**config.mk**
```make
export PLATFORM = sky130hd
export DESIGN_NAME = mem_arbiter
export DESIGN_NICKNAME = d
export VERILOG_FILES = /design/src/rtl/mem_arb_pkg.sv /design/src/rtl/rr_arb2.sv /design/src/rtl/mem_arbiter.sv
export SDC_FILE = /design/constraint.sdc
export NUM_CORES = 1
export LEC_CHECK = 0
export BUFFER_PORTS_ARGS = -buffer_cell sky130_fd_sc_hd__buf_4
export CAP_MARGIN = 40
export CORE_UTILIZATION = 40
export DETAILED_ROUTE_END_ITERATION = 8
export PLACE_DENSITY = 0.76
export SETUP_SLACK_MARGIN = 0.5
export SLEW_MARGIN = 0
export SYNTH_ARGS = -nofsm -noshare
export SYNTH_HDL_FRONTEND = slang
export SYNTH_SLANG_ARGS = --single-unit
```
**constraint.sdc**
```tcl
create_clock -name clk -period 2.2 [get_ports clk]
set_clock_uncertainty 0.15 [all_clocks]
set_input_delay 0.33 -clock clk [delete_from_list [all_inputs] [get_ports clk]]
set_output_delay 0.33 -clock clk [all_outputs]
set_load 0.03 [all_outputs]
```
**src/rtl/mem_arb_pkg.sv**
```systemverilog
// ============================================================================
// mem_arb_pkg
// Shared sizes and FSM state encodings for the two-port memory arbiter.
// Revision: 1.0
// ============================================================================
`default_nettype none

package mem_arb_pkg;

  localparam int ADDR_W    = 6;
  localparam int DATA_W    = 8;
  localparam int MEM_DEPTH = 2 ** ADDR_W;

  typedef enum logic [0:0] {
    SERVE = 1'b0,
    CLEAR = 1'b1
  } state_e;

endpackage

`default_nettype wire

```
**src/rtl/rr_arb2.sv**
```systemverilog
// ============================================================================
// rr_arb2
// Two-way round-robin arbiter; the pointer advances only on an accepted grant.
// Revision: 1.0
// ============================================================================
`default_nettype none

module rr_arb2
  import mem_arb_pkg::*;
(
  input  logic       clk,
  input  logic       rst,
  input  logic [1:0] req,
  input  logic       update,
  output logic [1:0] gnt
);

  // High when requester 1 holds the most recent grant.
  logic last_q;

  always_comb begin
    gnt = 2'b00;
    case (req)
      2'b01:   gnt = 2'b01;
      2'b10:   gnt = 2'b10;
      2'b11:   gnt = last_q ? 2'b01 : 2'b10;
      default: gnt = 2'b00;
    endcase
  end

  always_ff @(posedge clk or posedge rst) begin
    if (rst) begin
      last_q <= 1'b1;
    end else if (update && (gnt != 2'b00)) begin
      last_q <= gnt[1];
    end
  end

endmodule

`default_nettype wire

```
**src/rtl/mem_arbiter.sv**
```systemverilog
// ============================================================================
// mem_arbiter
// Round-robin two-requester memory port with a full-memory clear sequencer.
// Revision: 1.0
// ============================================================================
`default_nettype none

module mem_arbiter
  import mem_arb_pkg::*;
#(
  parameter int ADDR_W = mem_arb_pkg::ADDR_W,
  parameter int DATA_W = mem_arb_pkg::DATA_W
) (
  input  logic                clk,
  input  logic                rst,
  input  logic [1:0]          req_valid,
  input  logic [1:0]          req_we,
  input  logic [2*ADDR_W-1:0] req_addr,
  input  logic [2*DATA_W-1:0] req_wdata,
  output logic [1:0]          req_ready,
  output logic [1:0]          rsp_valid,
  output logic [DATA_W-1:0]   rsp_rdata,
  input  logic                clr_start,
  output logic                busy,
  output logic                clr_done,
  output logic                mem_we,
  output logic [ADDR_W-1:0]   mem_addr,
  output logic [DATA_W-1:0]   mem_data,
  input  logic [DATA_W-1:0]   mem_out
);

  localparam logic [ADDR_W-1:0] c_LAST_ADDR = {ADDR_W{1'b1}};

  state_e              state_q;
  logic [ADDR_W-1:0]   cnt_q;
  logic [1:0]          rsp_valid_q;
  logic [DATA_W-1:0]   rsp_rdata_q;
  logic                busy_q;
  logic                clr_done_q;

  logic [1:0]          w_arb_req;
  logic [1:0]          w_gnt;
  logic [1:0]          w_rd_acc;
  logic                w_sel;

  // A clear request outranks every requester in the cycle it arrives.
  assign w_arb_req = ((state_q == SERVE) && !clr_start) ? req_valid : 2'b00;

  rr_arb2 u_arb (
    .clk    (clk),
    .rst    (rst),
    .req    (w_arb_req),
    .update (|w_gnt),
    .gnt    (w_gnt)
  );

  assign req_ready = w_gnt;
  assign w_sel     = w_gnt[1];
  assign w_rd_acc  = w_gnt & ~req_we;

  always_comb begin
    mem_we   = 1'b0;
    mem_addr = '0;
    mem_data = '0;
    if (state_q == CLEAR) begin
      mem_we   = 1'b1;
      mem_addr = cnt_q;
    end else begin
      mem_we   = |(w_gnt & req_we);
      mem_addr = w_sel ? req_addr[2*ADDR_W-1:ADDR_W]  : req_addr[ADDR_W-1:0];
      mem_data = w_sel ? req_wdata[2*DATA_W-1:DATA_W] : req_wdata[DATA_W-1:0];
    end
  end

  always_ff @(posedge clk or posedge rst) begin
    if (rst) begin
      state_q     <= SERVE;
      cnt_q       <= '0;
      rsp_valid_q <= 2'b00;
      rsp_rdata_q <= '0;
      busy_q      <= 1'b0;
      clr_done_q  <= 1'b0;
    end else begin
      rsp_valid_q <= w_rd_acc;
      clr_done_q  <= 1'b0;
      if (|w_rd_acc) begin
        rsp_rdata_q <= mem_out;
      end
      case (state_q)
        SERVE: begin
          if (clr_start) begin
            state_q <= CLEAR;
            busy_q  <= 1'b1;
          end
        end
        CLEAR: begin
          // Counter overflows back to zero on the final write.
          cnt_q <= cnt_q + 1'b1;
          if (cnt_q == c_LAST_ADDR) begin
            state_q    <= SERVE;
            busy_q     <= 1'b0;
            clr_done_q <= 1'b1;
          end
        end
        default: state_q <= SERVE;
      endcase
    end
  end

  assign rsp_valid = rsp_valid_q;
  assign rsp_rdata = rsp_rdata_q;
  assign busy      = busy_q;
  assign clr_done  = clr_done_q;

endmodule

`default_nettype wire
```
# ---- Word level (Yosys, flattened, before mapping)
# Cells that the tools add are included.
dict set report classes {
  n_addsub 1
  multipliers 0
  div 0
  n_lt_le_gt_ge 0
  eq_ne 6
  n_shift 0
  mux 16
  bitwise_logic 4
  n_reduce_logical 8
}
# op count
set ops {}
lappend ops {{8-bit 2-to-1 mux} 2}
lappend ops {{6-bit 2-to-1 mux} 2}
lappend ops {{1-bit 2-to-1 mux} 7}
lappend ops {{6-bit by 1-bit adder with 6-bit output, second input constant} 1}
lappend ops {{6-bit equality test, second input constant} 1}
lappend ops {{2-bit case mux with 3 select lines} 1}
lappend ops {{2-bit OR reduction} 3}
lappend ops {{2-bit bitwise AND} 2}
lappend ops {{2-bit equality test, second input constant} 2}
lappend ops {{2-bit 2-to-1 mux} 2}
lappend ops {{1-bit case mux with 2 select lines} 2}
lappend ops {{2-bit by 1-bit equality test with 1-bit output, second input constant} 1}
lappend ops {{1-bit logical AND} 2}
lappend ops {{2-bit by 1-bit inequality test with 1-bit output, second input constant} 1}
lappend ops {{2-bit inequality test, second input constant} 1}
lappend ops {{2-bit inverter} 1}
lappend ops {{2-bit AND reduction} 1}
lappend ops {{2-bit nonzero test} 1}
lappend ops {{1-bit zero test} 1}
lappend ops {{1-bit inverter} 1}
dict set report word_totals {
  reg_bits 20
  latch_bits 0
  ram_bits 0
  romBits 0
  out_inout_bits 29
  word_cells 42
  n_memories 0
}

# ---- Logic depth before layout (Yosys ltp)
# Gate-level depths: netlist of the first run.
dict set report logic_depth {
  word_depth 8
  mapped_depth 6
}

# ---- By module
# A second synthesis of the first run with hierarchy kept.
dict set report hier_totals {
  cells_unflattened 101
  area_unflattened_um2 1096.1
}
# module instances cells_per_inst area_each_um2 seq_area_each_um2
set modules_own_cells {}
lappend modules_own_cells {mem_arbiter 1 94 1036.0 475.5}
lappend modules_own_cells {rr_arb2 1 7 60.1 26.3}

# ---- Worst setup path before layout of the first run
# OpenSTA, ideal clock, no wires.
dict set report synth_path {
  path_kind {register -> output}
  start {register u_arb.last_q}
  end {output port mem_we}
  t_arrival_ps 1825
  t_required_ps 1720
  path_slack_ps -105
  stages_incl_launch_ff 4
  n_path_buf 0
  path_cell_list {dfstp_2 o21ai_1 nor3_1 a221o_1}
}
dict set report synth_between {
  elab_chain_cells 5
}
# element line
set synth_lines {}
lappend synth_lines {{start, declared} rr_arb2.sv:19} ;# logic last_q;
lappend synth_lines {{start signal, assigned} rr_arb2.sv:35} ;# last_q <= gnt[1];
lappend synth_lines {{2-bit 2-to-1 mux} rr_arb2.sv:26} ;# 2'b11: gnt = last_q ? 2'b01 : 2'b10;
lappend synth_lines {{2-bit case mux with 3 select lines} rr_arb2.sv:23} ;# case (req)
lappend synth_lines {{named net req_ready[0]} mem_arbiter.sv:20} ;# output logic [1:0] req_ready,
lappend synth_lines {{2-bit bitwise AND} mem_arbiter.sv:69} ;# mem_we = |(w_gnt & req_we);
lappend synth_lines {{2-bit OR reduction} mem_arbiter.sv:69}
lappend synth_lines {{1-bit 2-to-1 mux} mem_arbiter.sv:65} ;# if (state_q == CLEAR) begin
lappend synth_lines {{end, declared} mem_arbiter.sv:26} ;# output logic mem_we,
# The timed path passes the listed nets, and every way through them passes these cells.

# ---- Worst setup path in the final report of the first run
dict set report layout_path {
  start {register u_arb.last_q}
  end {output port mem_addr[5]}
}
dict set report layout_between {
  elab_chain_cells 4
}
# element line
set layout_lines {}
lappend layout_lines {{2-bit 2-to-1 mux} rr_arb2.sv:26}
lappend layout_lines {{2-bit case mux with 3 select lines} rr_arb2.sv:23}
lappend layout_lines {{6-bit 2-to-1 mux} mem_arbiter.sv:70} ;# mem_addr = w_sel ? req_addr[2*ADDR_W-1:ADDR_W] : req_addr[ADDR_W-1:0];
lappend layout_lines {{6-bit 2-to-1 mux} mem_arbiter.sv:65}
lappend layout_lines {{end, declared} mem_arbiter.sv:27} ;# output logic [ADDR_W-1:0] mem_addr,
# Every way passes these cells.

==> reports/metrics.yaml, run 1 <==
critPathLaunchType: "flop"
max_freq_mhz: 466
pre_cts_slack_ns: 0.243
ctsHtreeMaxLevel: 1
num-fill-cells: 151
slew_viol_final: 0
synth-compound-area-share_pct: 16.9
cts-buffers-inserted: 3
final-setup-viol-count: 0
avgSynthCellArea_um2: 10.3
p_leak_nw: 0.995
dr.first_iter.drc_count: 19
first_global_vias: 1043
place.gp.congestion: 0.712
arrival_ns: 1.66
ctsHoldBuffers: 0
ant_nets: 0
via_per_inst: 5.15
synth-seq-cells: 20
r2r-end: "rsp_rdata[0]$_DFFE_PP0P_"
root_buffer: "clkbuf_4"
hold_path_class: "in2async"
grt.total_usage_pct: 21.2
syn_area_mm2: 0.00105
num_rows: 18
multiInputGateArea_um2: 623
period_minus_slack_ns: 2.14
cts_tree: "built"
synth_top_family_by_area: "compound AO/OA/AOI/OAI gates"
num_vias: 1149
antenna_found_initial: 0
synthAdderAreaFrac_pct: 1.19
p_per_area_mw_per_mm2: 856
first_pass_iters: 4
regArea_um2: 503
tightest_slew_ns: 0.735
tns_ns: 0
final_layout_size_suffix_gt1_share_pct: 67.4
synthXorXnorAreaFrac_pct: 4.17
worstSkewPairLatency_ns: 0.29
die_w_um: 53.2
diodes: 0
nNetsFinal: 238
synth_mux_area_share_pct: 9.65
die_h_um: 53.2
dp_hpwl_um: 2100
clockBufferDepth: 2
synth_fp_nets: 146
core_area_mm2: 0.00248
synth_cell_types: 32
fin_ws_ns: 0.0555
slew_headroom_pct: 51.0
cts.sinks: 20
gr-total-overflow: 0
path_class: "reg2out"
crit_fanout: 8
grt_first_pass_wirelength_um: 4350
dieArea_mm2: 0.00283
vdd_drop_max_uv: 887
fin_crit_sh_pct: 97.5
area_delta_synth_final_pct: 91.3
wire_per_inst_um: 14.2
ys_warn_count: 0
drv_cap: 0
endpoint_kind: "output pin"
synth-simple-area-share_pct: 16.8
clk_pin_slew_worst_paths_ns: 0.11
synth-edff-count: 0
rr_worst_depth: 5
critical_path_required_ns: 1.72
hold_violations: 0
drc: 0
placed_cell_area_mm2: 0.00170
r2r_slack_ns: 0.33
status: "completed"
synth_ff_type: "dfrtp_1"
seq_area_frac_synth_pct: 47.8
fin_area_mm2: 0.00201
start_util_pct: 42.4
portBuffers: 71
io_pins: 72
total_power_mw: 1.72
rsz0062_at_grt: "true"
drt-total-wl_um: 3160
ys_async_sr_fraction_pct: 100
synthCells: 102
r2r-start: "state_q$_DFF_PP0_"
grt_max_degree: 21
final_util_pct: 81.1
## where the power goes
group          switching [mW]  internal, mW  total, mW
clock                   0.105        0.0703      0.175
sequential             0.0909         0.468      0.559
combinational           0.469         0.515      0.984
## worst max-delay path, cell delays in order, from the launching register on
cell,delay [ns]
dfstp_2,0.55
nand2_2,0.05
nand3_2,0.08
inv_4,0.06
buf_8,0.13
a22o_1,0.19
a21o_2,0.19
buf_6,0.13
## cells in the final DEF, fill, tap and decap left out, types with 4 or more instances in the layout
master,n
inv_1,4
buf_4,67
buf_6,19
a22o_1,4
nand2b_1,8
mux2_4,8
a21o_2,4
nor2_1,4
dfrtp_1,18
o21ai_2,7
xnor2_1,4
nand2_1,10
## registers in the layout (all words and copies together) (netlist names)
name	count
cnt_q	6
state_q	1
rsp_valid	2
rsp_rdata	8
busy	1
u_arb.last_q	1
clr_done	1
## through the flow
stage | instances | hold WS, ns
5_1_grt | 223 | 0.0625
6_report | 223 | 0.00746
3_5_place_dp | 203 | 0.331
4_1_cts | 217 | 0.0294
3_3_place_gp | 203 | 0.320
2_1_floorplan | 102 | 0.143
## cell type report
type                            count  share of cell area (%)
Inverter                            5                    1.06
Timing Repair Buffer               91                    39.7
Multi-Input combinational cell     73                    31.0
Clock buffer                        4                    1.31
Sequential cell                    20                    25.0
Tap cell                           30                    1.87
## repair_timing
action	CTS	global route
gates cloned	0	1
pin swaps	5	6
buffers inserted	10	5
resized for setup	23	15
endpoints found under the setup margin	25	25
endpoints found under the hold margin	0	0
## kinds of logic after synthesis
group | Yosys count
flip-flops | 20
AO/OA/AOI/OAI | 24
adder cells (fa/ha/maj) | 1
AND/OR/NAND/NOR | 34
XOR/XNOR | 5
buffers and inverters | 9
multiplexers | 9
## how the worst max path moves through the flow
stage                             startpoint     endpoint  slack [ns]  depth (start not counted)
detailed placement         state_q$_DFF_PP0_  mem_addr[3]        0.24                          6
finish              u_arb.last_q$_DFFE_PP1P_  mem_addr[5]        0.06                          7
CTS                 u_arb.last_q$_DFFE_PP1P_  mem_addr[0]        0.06                          7
floorplan           u_arb.last_q$_DFFE_PP1P_  mem_addr[2]        0.39                          5
global placement    u_arb.last_q$_DFFE_PP1P_       mem_we        0.27                          6
global route               state_q$_DFF_PP0_  mem_addr[3]       -0.01                          6
## Yosys cell counts (2+ instances only)
library cell	count	area share, %
dfrtp_1	19	45
nand2_1	12	4.3
mux2_2	8	8.6
nand2b_1	8	4.8
o21ai_0	8	3.8
nor2_1	5	1.8
a21o_1	4	2.9
a22o_1	4	3.3
inv_1	4	1.4
xnor2_1	4	3.3
a221o_1	3	2.9
and2_1	2	1.2
buf_2	2	0.95
## metal layers
| metal | vias to the layer above | routed length (um) | GRT usage (%) |
|---|---|---|---|
| met4 | 0 | 68 | 5.26 |
| li1 | 538 | - | - |
| met3 | 10 | 173 | 2.30 |
| met5 | - | 0 | 0 |
| met2 | 49 | 1770 | 41.7 |
| met1 | 552 | 1150 | 23.5 |
No activity file was read; power rests on OpenSTA's default activity.
==> run 2: changes to the inputs <==
==> constraint.sdc (replaced) <==
create_clock -name clk -period 2.6 [get_ports clk]
set_clock_uncertainty 0.15 [all_clocks]
set_input_delay 0.39 -clock clk [delete_from_list [all_inputs] [get_ports clk]]
set_output_delay 0.39 -clock clk [all_outputs]
set_load 0.03 [all_outputs]
==> run 2 against run 1 <==
Critical path depth is the same. Clock power up 44%. Largest power group unchanged. Die area unchanged. First-iteration DRC count decreased by 79%. Non-clock buffer count fell by 8. Clock-buffer cell count decreased by 1. Combinational power down 21%. Sequential share of layout area rose by 1.4 points. Setup slack gained 0.31 ns. Flip-flop and latch count did not move.
==> reports/metrics.yaml, run 2 (same netlist as run 1, synthesis figures left out) <==
cts_tree: "built"
layout_commonest_cell: "buf_4"
portBuffers: 71  # unchanged
fin_area_mm2: 0.00190  # -5.5%
io_pins: 72  # unchanged
path_class: "reg2out"
gr-usage-met1_pct: 20.1  # -3.4 points
final-setup-viol-count: 0  # unchanged
p_int_mw: 0.947  # -10%
drv_cap: 0  # unchanged
clk_pin_slew_worst_paths_ns: 0.12  # about the same
placed_cell_area_mm2: 0.00162  # -4.4%
met3_usage_pct: 4.02  # +1.7 points
crit_buf_inv: 3  # unchanged
dp_hpwl_um: 1970  # -6.3%
num_vias: 1075  # -6.4%
gr-total-overflow: 0  # unchanged
first_global_vias: 939  # -10%
hold_path_class: "in2async"
p_leak_nw: 0.953  # -4.1%
root_buffer: "clkbuf_4"
grt_busiest_layer: "met2"
hold_violations: 0  # unchanged
grt_first_pass_wirelength_um: 3910  # -10%
critPathSlowestCell: "dfstp_2"
final_layout_size_suffix_gt1_share_pct: 61.1  # -6.3 points
grt_max_degree: 24  # +14%
core_area_mm2: 0.00248  # unchanged
first_pass_iters: 4  # unchanged
wire_per_inst_um: 13.7  # -3.5%
crit_chain: "nand2_2 > nand3_4 > inv_6 > buf_8 > a22o_1 > a21o_1 > buf_6"
path_delay_family: "flip-flops"
drc: 0  # unchanged
cts-buffers-inserted: 3  # unchanged
seqPwrFrac_pct: 31.4  # -1.2 points
area_delta_synth_final_pct: 80.7
max_freq_mhz: 448
pre_cts_slack_ns: 0.437  # +0.194 ns
ant_nets: 0  # unchanged
period_minus_slack_ns: 2.23
rsz0062_at_grt: "true"
largest_reg_flops: 8  # unchanged
slew_viol_final: 0  # unchanged
worstSkewPairLatency_ns: 0.30  # about the same
diodes: 0  # unchanged
die_w_um: 53.2  # unchanged
slew_headroom_pct: 51.3  # +0.29 points
ctsHoldBuffers: 0  # unchanged
crit_fanout: 8  # unchanged
nNetsFinal: 230  # -3.4%
final_cell_mix: "buf_4 (68), dfrtp_1 (19), buf_6 (13)"
fin_hold_ws_ns: 0.0458  # +0.0383 ns
critPathMaxStageDelay_ns: 0.57  # +0.02 ns
tns_ns: 0  # unchanged
dieArea_mm2: 0.00283  # unchanged
status: "completed"
num_rows: 18  # unchanged
fin_ws_ns: 0.365  # +0.310 ns
start_util_pct: 42.4  # unchanged
cts.sinks: 20  # unchanged
arrival_ns: 1.69  # +0.03 ns
dr.first_iter.drc_count: 4  # -15
critPathLaunchType: "flop"
pwr-share-comb_pct: 51.7  # -5.6 points
via_per_inst: 5.00  # -3.0%
clkPwrFrac_pct: 16.8  # +6.6 points
antenna_found_initial: 0  # unchanged
tightest_slew_ns: 0.730  # -0.00440 ns
place.gp.congestion: 0.648  # -9.0%
die_h_um: 53.2  # unchanged
vdd_drop_max_uv: 705  # -21%
fin_crit_sh_pct: 85.9
endpoint_kind: "output pin"
p_per_area_mw_per_mm2: 789  # -7.8%
drt-total-wl_um: 2940  # -7.0%
final_util_pct: 76.6  # -4.5 points
use_met2_pct: 37.5  # -4.2 points
critical_path_required_ns: 2.06  # +0.34 ns
switchingPower_mw: 0.549  # -17%
grt.total_usage_pct: 19.5  # -1.7 points
ctsHtreeMaxLevel: 1  # unchanged
switching_share_pct: 36.7  # -2.0 points
clockBufferDepth: 2  # unchanged
run 2: cell type report:
type	count	area [um^2]
clock buffer	3	22.5
sequential	20	502
fill	165	581
tap	30	37.5
timing repair buffer	83	704
clock inverter	1	30.0
multi-input combinational	73	577
inverter	5	23.8
run 2: path summary, 6_finish.rpt:
kind	from	end	slack, ns	cells past startpoint
worst max-delay path	u_arb.last_q$_DFFE_PP1P_	mem_addr[4]	0.37	7
worst min-delay path	rst	rsp_rdata[2]$_DFFE_PP0P_	0.05	2
min in group clk	req_we[1]	rsp_valid[1]$_DFF_PP0_	0.11	2
worst max register to register	state_q$_DFF_PP0_	rsp_rdata[5]$_DFFE_PP0P_	0.61	4
worst min register to register	rsp_rdata[0]$_DFFE_PP0P_	rsp_rdata[0]$_DFFE_PP0P_	0.35	1
max in group asynchronous	rst	cnt_q[5]$_DFFE_PP0P_	1.78	2
run 2: timing repair:
item	in CTS	in global routing
setup endpoints to repair	16	15
cloned	1	0
gates resized for setup	23	15
pin swaps	7	9
setup buffers	5	4
run 2: worst register-to-register path, stage by stage, from the launching register on:
cell	delay (ns)
dfrtp_1	0.43
buf_4	0.22
or3_4	0.42
o22ai_4	0.25
mux2_2	0.38
run 2: metal layers:
layer  share of wire, %  routed length [um]  vias up
li1                   -                   -      521
met1                 37                1080      498
met2                 54                1590       54
met3                8.7                 256        2
met4               0.58                  17        0
met5                  0                   0        -
run 2: per-stage QoR:
stage / power, mW / std cells
6_report: 1.50 / 215
5_1_grt: 1.57 / 215
4_1_cts: 1.46 / 211
3_5_place_dp: 1.13 / 201
3_3_place_gp: 1.12 / 201
2_1_floorplan: 0.902 / 102
run 2: power by group through the flow:
stage / registers (mW) / logic (mW) / clock network [mW]
after floorplan: 0.498 / 0.404 / 0
after global placement: 0.472 / 0.646 / 0
after detailed placement: 0.475 / 0.659 / 0
after CTS: 0.468 / 0.736 / 0.260
after global routing: 0.481 / 0.827 / 0.266
final: 0.470 / 0.774 / 0.252
